--- config.mk ---
export PLATFORM = sky130hd
export DESIGN_NAME = nibble_serial_sub
export DESIGN_NICKNAME = d
export VERILOG_FILES = /design/src/rtl/nibble_serial_sub_pkg.sv /design/src/rtl/sub4_bla.sv /design/src/rtl/nibble_serial_sub.sv
export SDC_FILE = /design/constraint.sdc
export NUM_CORES = 1
export LEC_CHECK = 0
export BUFFER_PORTS_ARGS = -buffer_cell sky130_fd_sc_hd__buf_2
export CAP_MARGIN = 20
export CORE_UTILIZATION = 49
export CTS_CLUSTER_DIAMETER = 80
export CTS_CLUSTER_SIZE = 20
export DETAILED_ROUTE_END_ITERATION = 7
export PLACE_DENSITY_LB_ADDON = 0.15
export SKIP_LAST_GASP = 1
export SYNTH_ARGS = -nofsm -noshare
export SYNTH_HDL_FRONTEND = slang
export SYNTH_SLANG_ARGS = --single-unit
export TNS_END_PERCENT = 1
--- constraint.sdc ---
create_clock -name clk -period 2.6 [get_ports clk]
set_input_delay 0.78 -clock clk [delete_from_list [all_inputs] [get_ports clk]]
set_output_delay 0.78 -clock clk [all_outputs]
set_load 0.05 [all_outputs]
--- src/rtl/nibble_serial_sub_pkg.sv ---
// ----------------------------------------------------------------------------
// | nibble_serial_sub_pkg : shared FSM encoding and slice width               |
// | Rev 1.0                                                                   |
// ----------------------------------------------------------------------------
`default_nettype none

package nibble_serial_sub_pkg;

  localparam int SLICE_W = 4;

  typedef enum logic [1:0] {
    ST_IDLE = 2'b00,
    ST_RUN  = 2'b01,
    ST_DONE = 2'b10
  } state_t;

endpackage

`default_nettype wire

--- src/rtl/sub4_bla.sv ---
// ----------------------------------------------------------------------------
// | sub4_bla : combinational 4-bit borrow-lookahead subtract slice            |
// | Rev 1.0                                                                   |
// ----------------------------------------------------------------------------
`default_nettype none

module sub4_bla
  import nibble_serial_sub_pkg::*;
(
  input  logic [SLICE_W-1:0] x,
  input  logic [SLICE_W-1:0] y,
  input  logic               bi,
  output logic [SLICE_W-1:0] d,
  output logic               bo
);

  logic [SLICE_W-1:0] w_g;
  logic [SLICE_W-1:0] w_p;
  logic [SLICE_W-1:0] w_bw;
  logic               w_grp_g;
  logic               w_grp_p;

  assign w_g = ~x & y;
  assign w_p = ~(x ^ y);

  // Every internal borrow is a flat sum of products of g/p and bi: no ripple.
  assign w_bw[0] = bi;
  assign w_bw[1] = w_g[0] | (w_p[0] & bi);
  assign w_bw[2] = w_g[1] | (w_p[1] & w_g[0]) | (w_p[1] & w_p[0] & bi);
  assign w_bw[3] = w_g[2] | (w_p[2] & w_g[1]) | (w_p[2] & w_p[1] & w_g[0])
                 | (w_p[2] & w_p[1] & w_p[0] & bi);

  assign w_grp_g = w_g[3] | (w_p[3] & w_g[2]) | (w_p[3] & w_p[2] & w_g[1])
                 | (w_p[3] & w_p[2] & w_p[1] & w_g[0]);
  assign w_grp_p = &w_p;

  assign bo = w_grp_g | (w_grp_p & bi);
  assign d  = x ^ y ^ w_bw;

endmodule

`default_nettype wire

--- src/rtl/nibble_serial_sub.sv ---
// ----------------------------------------------------------------------------
// | nibble_serial_sub : WIDTH-bit A-B-BIN, one 4-bit slice per clock, LSB 1st |
// | Rev 1.0                                                                   |
// ----------------------------------------------------------------------------
`default_nettype none

module nibble_serial_sub
  import nibble_serial_sub_pkg::*;
#(
  parameter int WIDTH = 16
) (
  input  logic             clk,
  input  logic             rst_n,
  input  logic             start,
  input  logic [WIDTH-1:0] a,
  input  logic [WIDTH-1:0] b,
  input  logic             bin,
  output logic             busy,
  output logic             done,
  output logic [WIDTH-1:0] diff,
  output logic             bout,
  output logic             ovf,
  output logic             zero
);

  localparam int                 NIB    = WIDTH / SLICE_W;
  localparam int                 IDX_W  = (NIB > 1) ? $clog2(NIB) : 1;
  localparam logic [IDX_W-1:0]   C_LAST = IDX_W'(NIB - 1);

  state_t             r_state;
  logic [WIDTH-1:0]   r_a;
  logic [WIDTH-1:0]   r_b;
  logic               r_bw;
  logic [IDX_W-1:0]   r_idx;

  logic [SLICE_W-1:0] w_x;
  logic [SLICE_W-1:0] w_y;
  logic [SLICE_W-1:0] w_d;
  logic               w_bo;

  assign w_x = r_a[r_idx*SLICE_W +: SLICE_W];
  assign w_y = r_b[r_idx*SLICE_W +: SLICE_W];

  sub4_bla u_slice (
    .x  (w_x),
    .y  (w_y),
    .bi (r_bw),
    .d  (w_d),
    .bo (w_bo)
  );

  always_ff @(posedge clk or negedge rst_n) begin
    if (!rst_n) begin
      r_state <= ST_IDLE;
      r_a     <= '0;
      r_b     <= '0;
      r_bw    <= 1'b0;
      r_idx   <= '0;
      busy    <= 1'b0;
      done    <= 1'b0;
      diff    <= '0;
      bout    <= 1'b0;
      ovf     <= 1'b0;
      zero    <= 1'b0;
    end else begin
      case (r_state)
        ST_IDLE, ST_DONE: begin
          done <= 1'b0;
          if (start) begin
            r_a     <= a;
            r_b     <= b;
            r_bw    <= bin;
            r_idx   <= '0;
            diff    <= '0;
            busy    <= 1'b1;
            r_state <= ST_RUN;
          end else begin
            r_state <= ST_IDLE;
          end
        end
        ST_RUN: begin
          diff[r_idx*SLICE_W +: SLICE_W] <= w_d;
          r_bw  <= w_bo;
          r_idx <= r_idx + 1'b1;
          if (r_idx == C_LAST) begin
            // Last slice is the top nibble, so flags use w_d for the MSB part.
            r_idx   <= '0;
            busy    <= 1'b0;
            done    <= 1'b1;
            bout    <= w_bo;
            ovf     <= (r_a[WIDTH-1] ^ r_b[WIDTH-1]) & (w_d[SLICE_W-1] ^ r_a[WIDTH-1]);
            zero    <= (diff[WIDTH-SLICE_W-1:0] == '0) && (w_d == '0);
            r_state <= ST_DONE;
          end
        end
        default: begin
          busy    <= 1'b0;
          done    <= 1'b0;
          r_state <= ST_IDLE;
        end
      endcase
    end
  end

endmodule

`default_nettype wire

==> key figures, run 1 <==
Worst setup path
  – CP startpoint: r_idx[0]$_DFFE_PN0P_
  – Reg-to-Reg Start: r_idx[0]$_DFFE_PN0P_
  – Crit Path Max Fanout: 10
  – Kind of critical path: reg2reg
  – Critical Path RT: 2.81 ns
  – Crit path arrival time: 2.67 ns
  – Crit start category: register
  – Critical Path End Type: register

Clock tree
  – Clock slew at reported path FFs: 0.06 ns
  – CTS Buffer Depth: 2
  – Clock sink count: 57
  – Clock latency on the worst-skew pair: 0.33 ns
  – CTS tree: yes
  – CTS Buf Count: 9
  – Post-CTS Hold Fix Bufs: 0
  – H-tree depth: 3
  – CTS root buffer: clkbuf_8

Logic synthesis
  – Largest area contributor in the netlist: dfrtp_1
  – Cell Area, Synth: 2630 sq um
  – Top post-synthesis cells by area: dfrtp_1, mux2_2, mux4_2
  – Main synth FF type: dfrtp_1
  – Post-synthesis async set-or-reset flop share: 1.00
  – Post-synth top area share: 0.543
  – Mapped Nets: 252
  – Post-Syn Instances: 206
  – Syn. warnings: 0
  – Register area share after synthesis: 0.543
  – Cell variety after synth: 34
  – Post-synth EDFFs: 0
  – Syn avg cell area: 12.8 sq um
  – Seq cells post-synth: 57

STA
  – Relative slew slack: 0.648
  – Final hold vios: 0
  – Final setup violating endpoints: 0
  – Final min period: 2.46 ns
  – Worst setup margin: 0.135 ns
  – Total negative setup slack: 0 ns
  – Worst-Margin Slew: 0.528 ns
  – Final Max Tran Viols: 0
  – Setup Skew: 0.00560 ns
  – Fmax achieved: 0.406 GHz
  – RSZ-0062 raised after global routing: no
  – Final Cycle Share: 0.948
  – WHS: 0.426 ns

Route
  – DRC viols: 0
  – 1st-pass router iterations: 7
  – Via count: 1927
  – Routed Antenna Nets: 0
  – Via/cell ratio: 5.35
  – WL final: 5190 um
  – Drt first-iter violations: 84
  – WL/cell: 14.4 um

Floorplanning
  – Die Wd: 75.2 um
  – Core Box Area: 5140 sq um
  – Rows: 26
  – Die area: 5660 sq um
  – Initial core utilization: 0.511
  – IO Pins: 57
  – Die Ht: 75.2 um

Placement
  – DP Worst Slack: 0.0888 ns
  – PortBufs: 56
  – Final HPWL DP: 3730 um
  – Routability cong.: 0.796

Finish
  – Layout area overhead: 26.3%
  – Share of layout cells above drive strength 1: 0.462
  – Fin nets: 331
  – Antenna Cells: 0

Global routing
  – Grt ovf: 0
  – Largest net degree at the start of global routing: 40
  – Vias in the first global route: 1829
  – Total global-route track usage: 0.209
  – Global-route wire length before repair: 8550 um
  – Initial antenna violation count: 0

Outcome
  – Status: finished clean

Run
  – Max cap viols: 0

Min path
  – Hold WC Path Type: in2async
==> cell usage after synthesis (2+ instances only) <==
cell / number
nand3_1: 2
nand4_1: 2
mux4_2: 8
buf_2: 7
nand4b_1: 2
nor2b_1: 2
dfrtp_1: 57
mux2_2: 32
a21oi_1: 5
nor2_1: 7
nand2_1: 22
inv_1: 7
nor4_1: 2
nand2b_1: 2
ha_1: 9
o21ai_0: 20
a211o_1: 3
==> area by class of cell <==
| type | instances | area [sq um] |
|---|---|---|
| Tap cell | 70 | 87.6 |
| Timing Repair Buffer | 76 | 443 |
| Clock inverter | 2 | 10.0 |
| Inverter | 7 | 26.3 |
| Clock buffer | 14 | 183 |
| Multi-Input combinational cell | 134 | 1140 |
| Sequential cell | 57 | 1430 |
| Fill cell | 437 | 1820 |
==> cell usage in the layout, fill, tap and decap left out, types with 6 or more instances in the layout <==
| cell | n |
|---|---|
| nand2_1 | 22 |
| nor2_1 | 7 |
| dfrtp_1 | 57 |
| mux2_2 | 32 |
| mux4_2 | 8 |
| o21ai_0 | 20 |
| buf_2 | 56 |
| clkbuf_8 | 13 |
| buf_4 | 19 |
| inv_1 | 6 |
| ha_1 | 9 |
==> routing by layer <==
metal  track usage  vias up  part of all wire
li1              -      909                 -
met2         0.331       54              0.50
met5             0        -                 0
met1         0.283      955              0.45
met3        0.0361        9             0.037
met4        0.0988        0             0.016
==> metrics by stage <==
| stage | std cells | utilization | area (sq um) |
|---|---|---|---|
| floorplan | 206 | - | 2640 |
| global placement | 336 | 0.597 | 3070 |
| detailed placement | 336 | 0.597 | 3070 |
| CTS | 352 | 0.634 | 3260 |
| global route | 360 | 0.646 | 3320 |
| finish | 360 | 0.646 | 3320 |
==> flip-flops by register name, summed over array words and instances (netlist names) <==
register  count
diff         16
r_a          16
r_b          16
r_idx         2
bout          1
busy          1
done          1
ovf           1
r_bw          1
r_state       1
zero          1
==> timing repair <==
item / CTS / global route
resized for setup: 0 / 1
setup endpoints to repair: 0 / 2
setup buffers: 0 / 8
==> critical path, stage by stage (launching register included) <==
cell and delay (ns):
dfrtp_1 0.37, buf_12 0.14, buf_4 0.11, mux4_2 0.49, ha_1 0.35, o21a_1 0.13, a211o_1 0.31, and3_4 0.21
a211o_1 0.25
==> final timing paths <==
path	to	slack [ns]	cells after the start
min in group clk	diff[12]$_DFFE_PN0P_	0.48	2
min	diff[1]$_DFFE_PN0P_	0.43	1
max	ovf$_DFFE_PN0P_	0.14	8
min reg2reg	diff[12]$_DFFE_PN0P_	0.48	2
max in group asynchronous	diff[4]$_DFFE_PN0P_	1.49	2
max reg2reg	ovf$_DFFE_PN0P_	0.14	8
==> kinds of logic (layout without fill, tap and decap cells) <==
kind of cell | count (synthesis) | in the layout | share of synthesized area
adders and majority gates | 10 | 10 | 0.0505
buffers and inverters | 15 | 99 | 0.0248
muxes | 40 | 40 | 0.206
and+or+nand+nor | 46 | 46 | 0.0871
AOI/OAI and AO/OA | 36 | 36 | 0.0824
xor gates and xnor gates | 2 | 2 | 0.00667
DFF | 57 | 57 | 0.543
Power of run 1 is left out: the tool's default activity adds up to more than one toggle a clock period on the data nets, which glitch-free logic cannot reach.
==> inputs of run 2 (changes only) <==
- MAX_ROUTING_LAYER: unset -> met4
==> key figures, run 2 (same netlist as run 1, synthesis figures left out) <==
Outcome
  – Status: finished clean

STA
  – Final Max Tran Viols: 0 (unchanged)
  – Final min period: 2.46 ns (-0.000840 ns)
  – Final Cycle Share: 0.948 (about the same)
  – Fmax achieved: 0.406 GHz (about the same)
  – Worst-Margin Slew: 0.533 ns (+0.00493 ns)
  – RSZ-0062 raised after global routing: no
  – Setup Skew: 0.00535 ns (-0.000250 ns)
  – Final setup violating endpoints: 0 (unchanged)
  – Relative slew slack: 0.644 (-0.00329)
  – Final hold vios: 0 (unchanged)
  – Total negative setup slack: 0 ns (unchanged)

Clock tree
  – Clock sink count: 57 (unchanged)
  – H-tree depth: 3 (unchanged)
  – CTS tree: yes
  – CTS Buffer Depth: 2 (unchanged)
  – CTS Buf Count: 9 (unchanged)
  – Clock latency on the worst-skew pair: 0.32 ns (about the same)
  – Clock slew at reported path FFs: 0.06 ns (about the same)
  – Post-CTS Hold Fix Bufs: 0 (unchanged)
  – CTS root buffer: clkbuf_8

Finish
  – Commonest non-fill, non-tap cell in the layout: dfrtp_1
  – Fillers: 437 (unchanged)
  – Share of layout cells above drive strength 1: 0.462 (unchanged)
  – Layout area overhead: 26.3% (unchanged)
  – Most frequent cells in the layout: dfrtp_1, buf_2, mux2_2
  – Fin nets: 331 (unchanged)
  – Largest regs: diff (16), r_a (16), r_b (16)
  – Antenna Cells: 0 (unchanged)

Worst setup path
  – Critical Path End Type: register
  – Reg-to-Reg Start: r_idx[0]$_DFFE_PN0P_
  – Crit Path Max Fanout: 10 (unchanged)
  – Crit path arrival time: 2.67 ns (about the same)
  – Critical Path RT: 2.81 ns (about the same)
  – Crit start category: register
  – CP startpoint: r_idx[0]$_DFFE_PN0P_
  – Kind of critical path: reg2reg

Route
  – 1st-pass router iterations: 4 (-3)
  – Drt first-iter violations: 86 (+2.4%)
  – Via count: 1919 (-0.42%)
  – Top routing layer in use: met4
  – Via/cell ratio: 5.33 (-0.42%)
  – WL/cell: 14.4 um (about the same)
  – DRC viols: 0 (unchanged)
  – Metal2 WL: 2590 um (+0.58%)
  – Met3 WL: 173 um (-9.9%)
  – Met1 WL: 2360 um (+0.81%)
  – WL final: 5190 um (about the same)
  – Routed Antenna Nets: 0 (unchanged)

Floorplanning
  – Initial core utilization: 0.511 (unchanged)
  – Rows: 26 (unchanged)
  – Die Ht: 75.2 um (unchanged)
  – Die area: 5660 sq um (unchanged)
  – Die Wd: 75.2 um (unchanged)
  – Core Box Area: 5140 sq um (unchanged)
  – IO Pins: 57 (unchanged)

Min path
  – Hold WC Path Type: in2async

Global routing
  – Grt ovf: 0 (unchanged)
  – Total global-route track usage: 0.216 (+0.00703)
  – Largest net degree at the start of global routing: 40 (unchanged)
  – Vias in the first global route: 1820 (-0.49%)
  – Global-route wire length before repair: 8550 um (unchanged)
  – Initial antenna violation count: 0 (unchanged)

Placement
  – Routability cong.: 0.807 (+1.4%)
  – Final HPWL DP: 3730 um (unchanged)
  – PortBufs: 56 (unchanged)

Run
  – Max cap viols: 0 (unchanged)
==> run 2: what timing repair did <==
item	4_1_cts	5_1_grt
gates resized for setup	0	1
endpoints found under the setup margin	0	2
setup buffers	0	8
==> run 2: path summary, 6_finish.rpt <==
| kind | end | slack, ns | cells after the start |
|---|---|---|---|
| max | ovf$_DFFE_PN0P_ | 0.14 | 8 |
| min | diff[1]$_DFFE_PN0P_ | 0.43 | 1 |
| max reg2reg | ovf$_DFFE_PN0P_ | 0.14 | 8 |
| min reg2reg | diff[12]$_DFFE_PN0P_ | 0.48 | 2 |
| max in group asynchronous | diff[4]$_DFFE_PN0P_ | 1.49 | 2 |
| min in group clk | diff[12]$_DFFE_PN0P_ | 0.48 | 2 |
==> run 2: cell type report <==
type | count | area [sq um] | share of cell area
Sequential cell | 57 | 1430 | 0.430
Multi-Input combinational cell | 134 | 1140 | 0.345
Timing Repair Buffer | 76 | 443 | 0.133
Clock buffer | 14 | 183 | 0.0550
Tap cell | 70 | 87.6 | 0.0264
Inverter | 7 | 26.3 | 0.00792
Clock inverter | 2 | 10.0 | 0.00302
==> run 2: per-stage QoR <==
step                setup slack, ns   util  hold slack, ns  instances  instance area, sq um
global placement              0.109  0.597           0.466        336                  3070
floorplan                    0.0252      -           0.473        206                  2640
CTS                          0.0657  0.634           0.435        352                  3260
detailed placement           0.0888  0.597           0.477        336                  3070
global route                 0.0187  0.646           0.468        360                  3320
finish                        0.136  0.646           0.429        360                  3320
==> run 2: worst max-delay path: stages, from the launching register on <==
cell	delay, ns
dfrtp_1	0.37
buf_12	0.14
buf_4	0.11
mux4_2	0.49
ha_1	0.35
o21a_1	0.13
a211o_1	0.31
and3_4	0.21
a211o_1	0.25
==> run 2: routing by layer <==
metal  vias up  GRT usage
met3         8     0.0361
li1        908          -
met4         0     0.0988
met1       957      0.283
met5         -          -
met2        46      0.332
Power of run 2 is left out for the same reason.
